==> src/rtl/crp16_writeback_arbiter_pkg.sv <==
// Shared CRP16 writeback definitions (register file geometry, grant encoding).
// Mirrors the constants of crp16_defs.vh so RTL can import them as a package.
package crp16_writeback_arbiter_pkg;

  localparam int CRP16_REG_IDX_W = 4;
  localparam int CRP16_WORD_W    = 16;
  localparam logic [CRP16_REG_IDX_W-1:0] CRP16_REG_ZERO = 4'd0;
  localparam int STARVE_CNT_W    = 3;

  typedef enum logic [1:0] {
    GNT_NONE = 2'd0,
    GNT_MEM  = 2'd1,
    GNT_ALU  = 2'd2
  } wb_gnt_e;

  // r0 is hard-wired zero: accepted transfers to it never assert the write enable
  function automatic logic is_real_write(input logic [CRP16_REG_IDX_W-1:0] dest);
    return dest != CRP16_REG_ZERO;
  endfunction

endpackage

==> src/rtl/crp16_writeback_arbiter_starve_counter.sv <==
// Saturating count of consecutive cycles the ALU has waited behind MEM.
// Only instantiated when CRP16_WB_FAIRNESS_EN is defined.
module crp16_wb_starve_counter
  import crp16_writeback_arbiter_pkg::*;
#(
  parameter int LIMIT = 3
) (
  input  logic clock,
  input  logic reset,
  input  logic inc,
  input  logic clear,
  output logic at_limit
);

  localparam logic [STARVE_CNT_W-1:0] LIM = LIMIT[STARVE_CNT_W-1:0];

  logic [STARVE_CNT_W-1:0] cnt;

  always_ff @(posedge clock) begin
    if (reset || clear)
      cnt <= '0;
    else if (inc && (cnt != LIM))
      cnt <= cnt + 1'b1;
  end

  assign at_limit = (cnt == LIM);

endmodule

==> src/rtl/crp16_writeback_arbiter.sv <==
// Arbitrates the CRP16 register-file write port between MEM (priority) and ALU.
// Define CRP16_WB_FAIRNESS_EN to force-grant the ALU after STARVE_LIMIT losses.
module crp16_writeback_arbiter
  import crp16_writeback_arbiter_pkg::*;
#(
  parameter int DATA_WIDTH   = 16,
  parameter int STARVE_LIMIT = 3
) (
  input  logic                       clock,
  input  logic                       reset,
  input  logic                       alu_valid,
  output logic                       alu_ready,
  input  logic [CRP16_REG_IDX_W-1:0] alu_dest,
  input  logic [DATA_WIDTH-1:0]      alu_data,
  input  logic                       mem_valid,
  output logic                       mem_ready,
  input  logic [CRP16_REG_IDX_W-1:0] mem_dest,
  input  logic [DATA_WIDTH-1:0]      mem_data,
  output logic                       rf_write,
  output logic [CRP16_REG_IDX_W-1:0] rf_write_select,
  output logic [DATA_WIDTH-1:0]      rf_load_val
);

  logic    force_alu;
  wb_gnt_e gnt;

`ifdef CRP16_WB_FAIRNESS_EN
  logic at_limit;

  crp16_wb_starve_counter #(.LIMIT(STARVE_LIMIT)) u_starve (
    .clock    (clock),
    .reset    (reset),
    .inc      (alu_valid && mem_valid && !force_alu),
    .clear    (alu_valid && alu_ready),
    .at_limit (at_limit)
  );

  assign force_alu = alu_valid && at_limit;
`else
  localparam int unused_starve_limit = STARVE_LIMIT;
  assign force_alu = 1'b0;
`endif

  // Readies never look at the producer's own valid; MEM wins unless the ALU is forced
  assign mem_ready = !reset && !force_alu;
  assign alu_ready = !reset && (!mem_valid || force_alu);

  always_comb begin
    gnt = GNT_NONE;
    if (mem_valid && mem_ready)
      gnt = GNT_MEM;
    else if (alu_valid && alu_ready)
      gnt = GNT_ALU;
  end

  always_ff @(posedge clock) begin
    if (reset) begin
      rf_write        <= 1'b0;
      rf_write_select <= '0;
      rf_load_val     <= '0;
    end else begin
      unique case (gnt)
        GNT_MEM: begin
          rf_write        <= is_real_write(mem_dest);
          rf_write_select <= mem_dest;
          rf_load_val     <= mem_data;
        end
        GNT_ALU: begin
          rf_write        <= is_real_write(alu_dest);
          rf_write_select <= alu_dest;
          rf_load_val     <= alu_data;
        end
        default: rf_write <= 1'b0;
      endcase
    end
  end

endmodule

==> config.mk <==
export PLATFORM = sky130hd
export DESIGN_NAME = crp16_writeback_arbiter
export DESIGN_NICKNAME = d
export VERILOG_FILES = /design/src/rtl/crp16_writeback_arbiter_pkg.sv /design/src/rtl/crp16_writeback_arbiter_starve_counter.sv /design/src/rtl/crp16_writeback_arbiter.sv
export SDC_FILE = /design/constraint.sdc
export NUM_CORES = 1
export LEC_CHECK = 0
export BUFFER_PORTS_ARGS = -buffer_cell sky130_fd_sc_hd__buf_2
export CAP_MARGIN = 20
export CORE_MARGIN = 4
export CORE_UTILIZATION = 44
export CTS_CLUSTER_SIZE = 40
export DETAILED_ROUTE_END_ITERATION = 8
export PLACE_DENSITY_LB_ADDON = 0.1
export SYNTH_ARGS = -nofsm -noshare
export SYNTH_HDL_FRONTEND = slang
export SYNTH_HIERARCHICAL = 1
export SYNTH_SLANG_ARGS = --single-unit
==> constraint.sdc <==
create_clock -name clock -period 2 [get_ports clock]
set_input_delay 0.4 -clock clock [delete_from_list [all_inputs] [get_ports clock]]
set_output_delay 0.4 -clock clock [all_outputs]
set_load 0.03 [all_outputs]
# After elaboration in Yosys (flattened, before gate mapping)
# Cells that the tools add are included.
[word_totals] register_bits=21 inputBits=44 output_inout_bits=23 wordCells=18
[classes] eq_ne=2 mux=5 n_reduce_logical=8
[op_table] op="$pmux W16 S2" n=1
[op_table] op="$pmux W4 S2" n=1
[op_table] op="$reduce_bool A4 Y1" n=2
[op_table] op="$mux W2" n=2
[op_table] op="$logic_and A1 B1 Y1" n=3
[op_table] op="$eq A2 B1 Y1 const B" n=1
[op_table] op="$eq A2 B2 Y1 const B" n=1
[op_table] op="$logic_not A1 Y1" n=2
[op_table] op="$pmux W1 S2" n=1
[op_table] op="$reduce_bool A2 Y1" n=1

# Depth between registers and ports, before layout
[depth] ltp_word=7 ltp_mapped=3 mapped_depth_nobuf=2

# Least setup slack after synthesis
# No wires, ideal clock.
[synth_path] kind="in2out" from="in reset" to="out alu_ready" t_arrival_ps=1010 required_time_ps=1600 slack_ps=590 cell_stages=2 path_buffers=1 path_cell_list="clkbuf_1 -> nor2_1"
[synth_between] elab_chain_cells=2
[synth_lines] element="from (decl)" line_no="crp16_writeback_arbiter.sv:10" source="input logic reset,"
[synth_lines] element="$logic_not A1 Y1" line_no="crp16_writeback_arbiter.sv:46" source="assign alu_ready = !reset && (!mem_valid || force_alu);"
[synth_lines] element="$logic_and A1 B1 Y1" line_no="crp16_writeback_arbiter.sv:46"
[synth_lines] element="to (decl)" line_no="crp16_writeback_arbiter.sv:12" source="output logic alu_ready,"
# Every way passes these cells.

# Worst setup path in the final report
[layout_path] from="in reset" to="out mem_ready"
[layout_between] elab_chain_cells=1
[layout_lines] element="$logic_not A1 Y1" line_no="crp16_writeback_arbiter.sv:45" source="assign mem_ready = !reset && !force_alu;"
[layout_lines] element="to (decl)" line_no="crp16_writeback_arbiter.sv:16" source="output logic mem_ready,"
# Every way passes these cells.

==> results.yml <==
synth:
  seq_area_frac_synth: 0.4237
  synth_fp_nets: 140
  ys_seq_elements: 21
  synth.distinct_cells: 12
  yosys_warnings: 6
  synth_area_leaders: "dfxtp_1 (42%), mux2i_1 (20%), a211oi_1 (14%)"
  syn_avg_cell_area_um2: 10.34
  yosysTopAreaCellShare: 0.4237
  yosys.area.top_type: "dfxtp_1"
  syn_area_um2: 992.2
  synthCells: 96
cts:
  holdBufCountCts: 0
  cts_buffer_depth: 2
  htreeDepth: 1
  cts-buffers-inserted: 3
  post_cts_buffers: 0
  cts.sinks: 21
  cts_resized: 0
  path_clk_slew_ns: 0.11
  clk_latency_ns: 0.29
  tritoncts: "done"
  cts-root-buf: "clkbuf_4"
worst_setup_path:
  max_stage_delay_ns: 0.37
  worstPathCellList: "buf_2 > inv_1 > buf_2"
  crit_fanout: 24
  worstPathRequired_ns: 1.60
  arrival_ns: 1.04
  crit_family: "buffers and inverters"
  critPathSlowestCell: "buf_2"
  worst-path-buf-inv: 3
  crit_top_cell: "buf_2"
  crit_type: "in -> out"
  cp-start-kind: "input pin"
  worstSetupEndpointType: "primary output"
sta:
  period_share: 0.7215
  worstMarginPinSlew_ns: 0.6920
  slew_violations: 0
  hold_violations: 0
  setup-tns-final_ns: 0
  rsz0062_at_grt: "no"
  setup_violations: 0
  slew_headroom: 0.5381
  holdWs_ns: 0.3640
  period_needed_ns: 1.443
  fin_skew_ns: 0
  fmax_ghz: 0.6930
detailed_routing:
  wl_um: 2495
  routedWlPerCell_um: 13.34
  drtAntennaViolNets: 0
  drc_errors: 0
  drtIter0Drc: 2
  vias_per_cell: 5.037
  vias: 942
  dr.pass1.iters: 3
die:
  core_area_mm2: 0.002042
  dieArea_mm2: 0.003079
  rows: 16
  io_pins: 67
  start_util: 0.4859
  die_h_um: 55.49
  die_w_um: 55.49
placed_design:
  dp_hpwl_um: 1860
  routabilityCongestion: 0.7644
  io_buffers: 66
  post_dp_cell_area_mm2: 0.001326
final_layout:
  fillCellCount: 178
  mostFrequentLayoutCells: "buf_2 (66), dfxtp_1 (21), mux2i_1 (20), nor2b_1 (20), a211oi_1 (18)"
  final-seq-area_um2: 420.4
  final_common_cell: "buf_2"
  drive_above_1_share: 0.4563
  nets: 205
  syn_to_final_growth_pct: 36.32
  diodes: 0
  design_area_mm2: 0.001353
  multi_input_comb_area_um2: 519.2
  fin_util: 0.6624
grt:
  grt_start_max_net_pins: 25
  grt_antenna_before_repair: 0
  grt_pass1_vias: 987
  grt_pass1_wl_um: 4347
  grt-ovfl-total: 0
  grt_use_total: 0.1693
worst_hold_path:
  worst_hold_path_type: "in -> reg"
job:
  drv_cap: 0
power:
  total_power_mw: 0.9139
  p_leak_nw: 0.6803
  power_density_mw_per_mm2: 675.7
  peakVddDrop_mv: 0.4057
outcome:
  status: "finished clean"
==> synth_stat cells (all sizes together) <==
library cell	count
o32ai	1
dfxtp	21
nor4	2
nor2b	20
buf	2
a211oi	20
inv	2
mux2i	20
nor2	1
or3b	1
clkbuf	6
==> sequential cells by signal, summed over array words and instances (netlist names) <==
name and cells:
rf_load_val 16, rf_write 1, rf_write_select 4
==> worst paths after layout <==
| kind | start | end | slack (ns) | cells after the start |
|---|---|---|---|---|
| max | reset | mem_ready | 0.56 | 3 |
| min | alu_dest[0] | rf_write$_SDFF_PP0_ | 0.36 | 3 |
| max reg2reg | rf_load_val[9]$_SDFFE_PP0P_ | rf_load_val[9]$_SDFFE_PP0P_ | 1.23 | 2 |
| min reg2reg | rf_load_val[2]$_SDFFE_PP0P_ | rf_load_val[2]$_SDFFE_PP0P_ | 0.57 | 2 |
==> logic make-up after synthesis <==
logic type	count (synthesis)	synth area share
compound gates	21	0.1702
buf+inv	10	0.05296
flops	21	0.4237
mux	20	0.2018
simple gates	24	0.1513
==> area by class of cell <==
| cell class | instances | area share |
|---|---|---|
| well taps | 27 | 0.02498 |
| flip-flops and latches | 21 | 0.3108 |
| clock buffers | 4 | 0.01943 |
| inverters | 2 | 0.005550 |
| repair buffers | 68 | 0.2553 |
| multi-input cells | 65 | 0.3839 |
==> per-layer routing <==
layer,global-route usage,vias up,share of wire
li1,-,477,-
met1,0.1907,427,0.41
met2,0.3074,36,0.50
met3,0.05128,2,0.078
met4,0.04167,0,0.0048
met5,0,-,0
==> metrics by stage <==
step,setup WS [ns],cells
after floorplan,0.5904,96
after CTS,0.5611,187
after global placement,0.4665,183
final,0.5569,187
after detailed placement,0.4235,183
after global routing,0.4873,187
==> power by group <==
part | leakage [nW] | internal (mW) | total, mW | switching (mW)
clock | 0.0150 | 0.0776 | 0.203 | 0.125
sequential | 0.175 | 0.450 | 0.465 | 0.0149
combinational | 0.490 | 0.0993 | 0.246 | 0.147
total | 0.680 | 0.627 | 0.914 | 0.286
==> worst reg2reg max path: stages (launching register included) <==
cell and delay, ns:
dfxtp_1 0.36, mux2i_1 0.08, a211oi_1 0.25
Note: power is estimated with default switching activity, not from simulation.
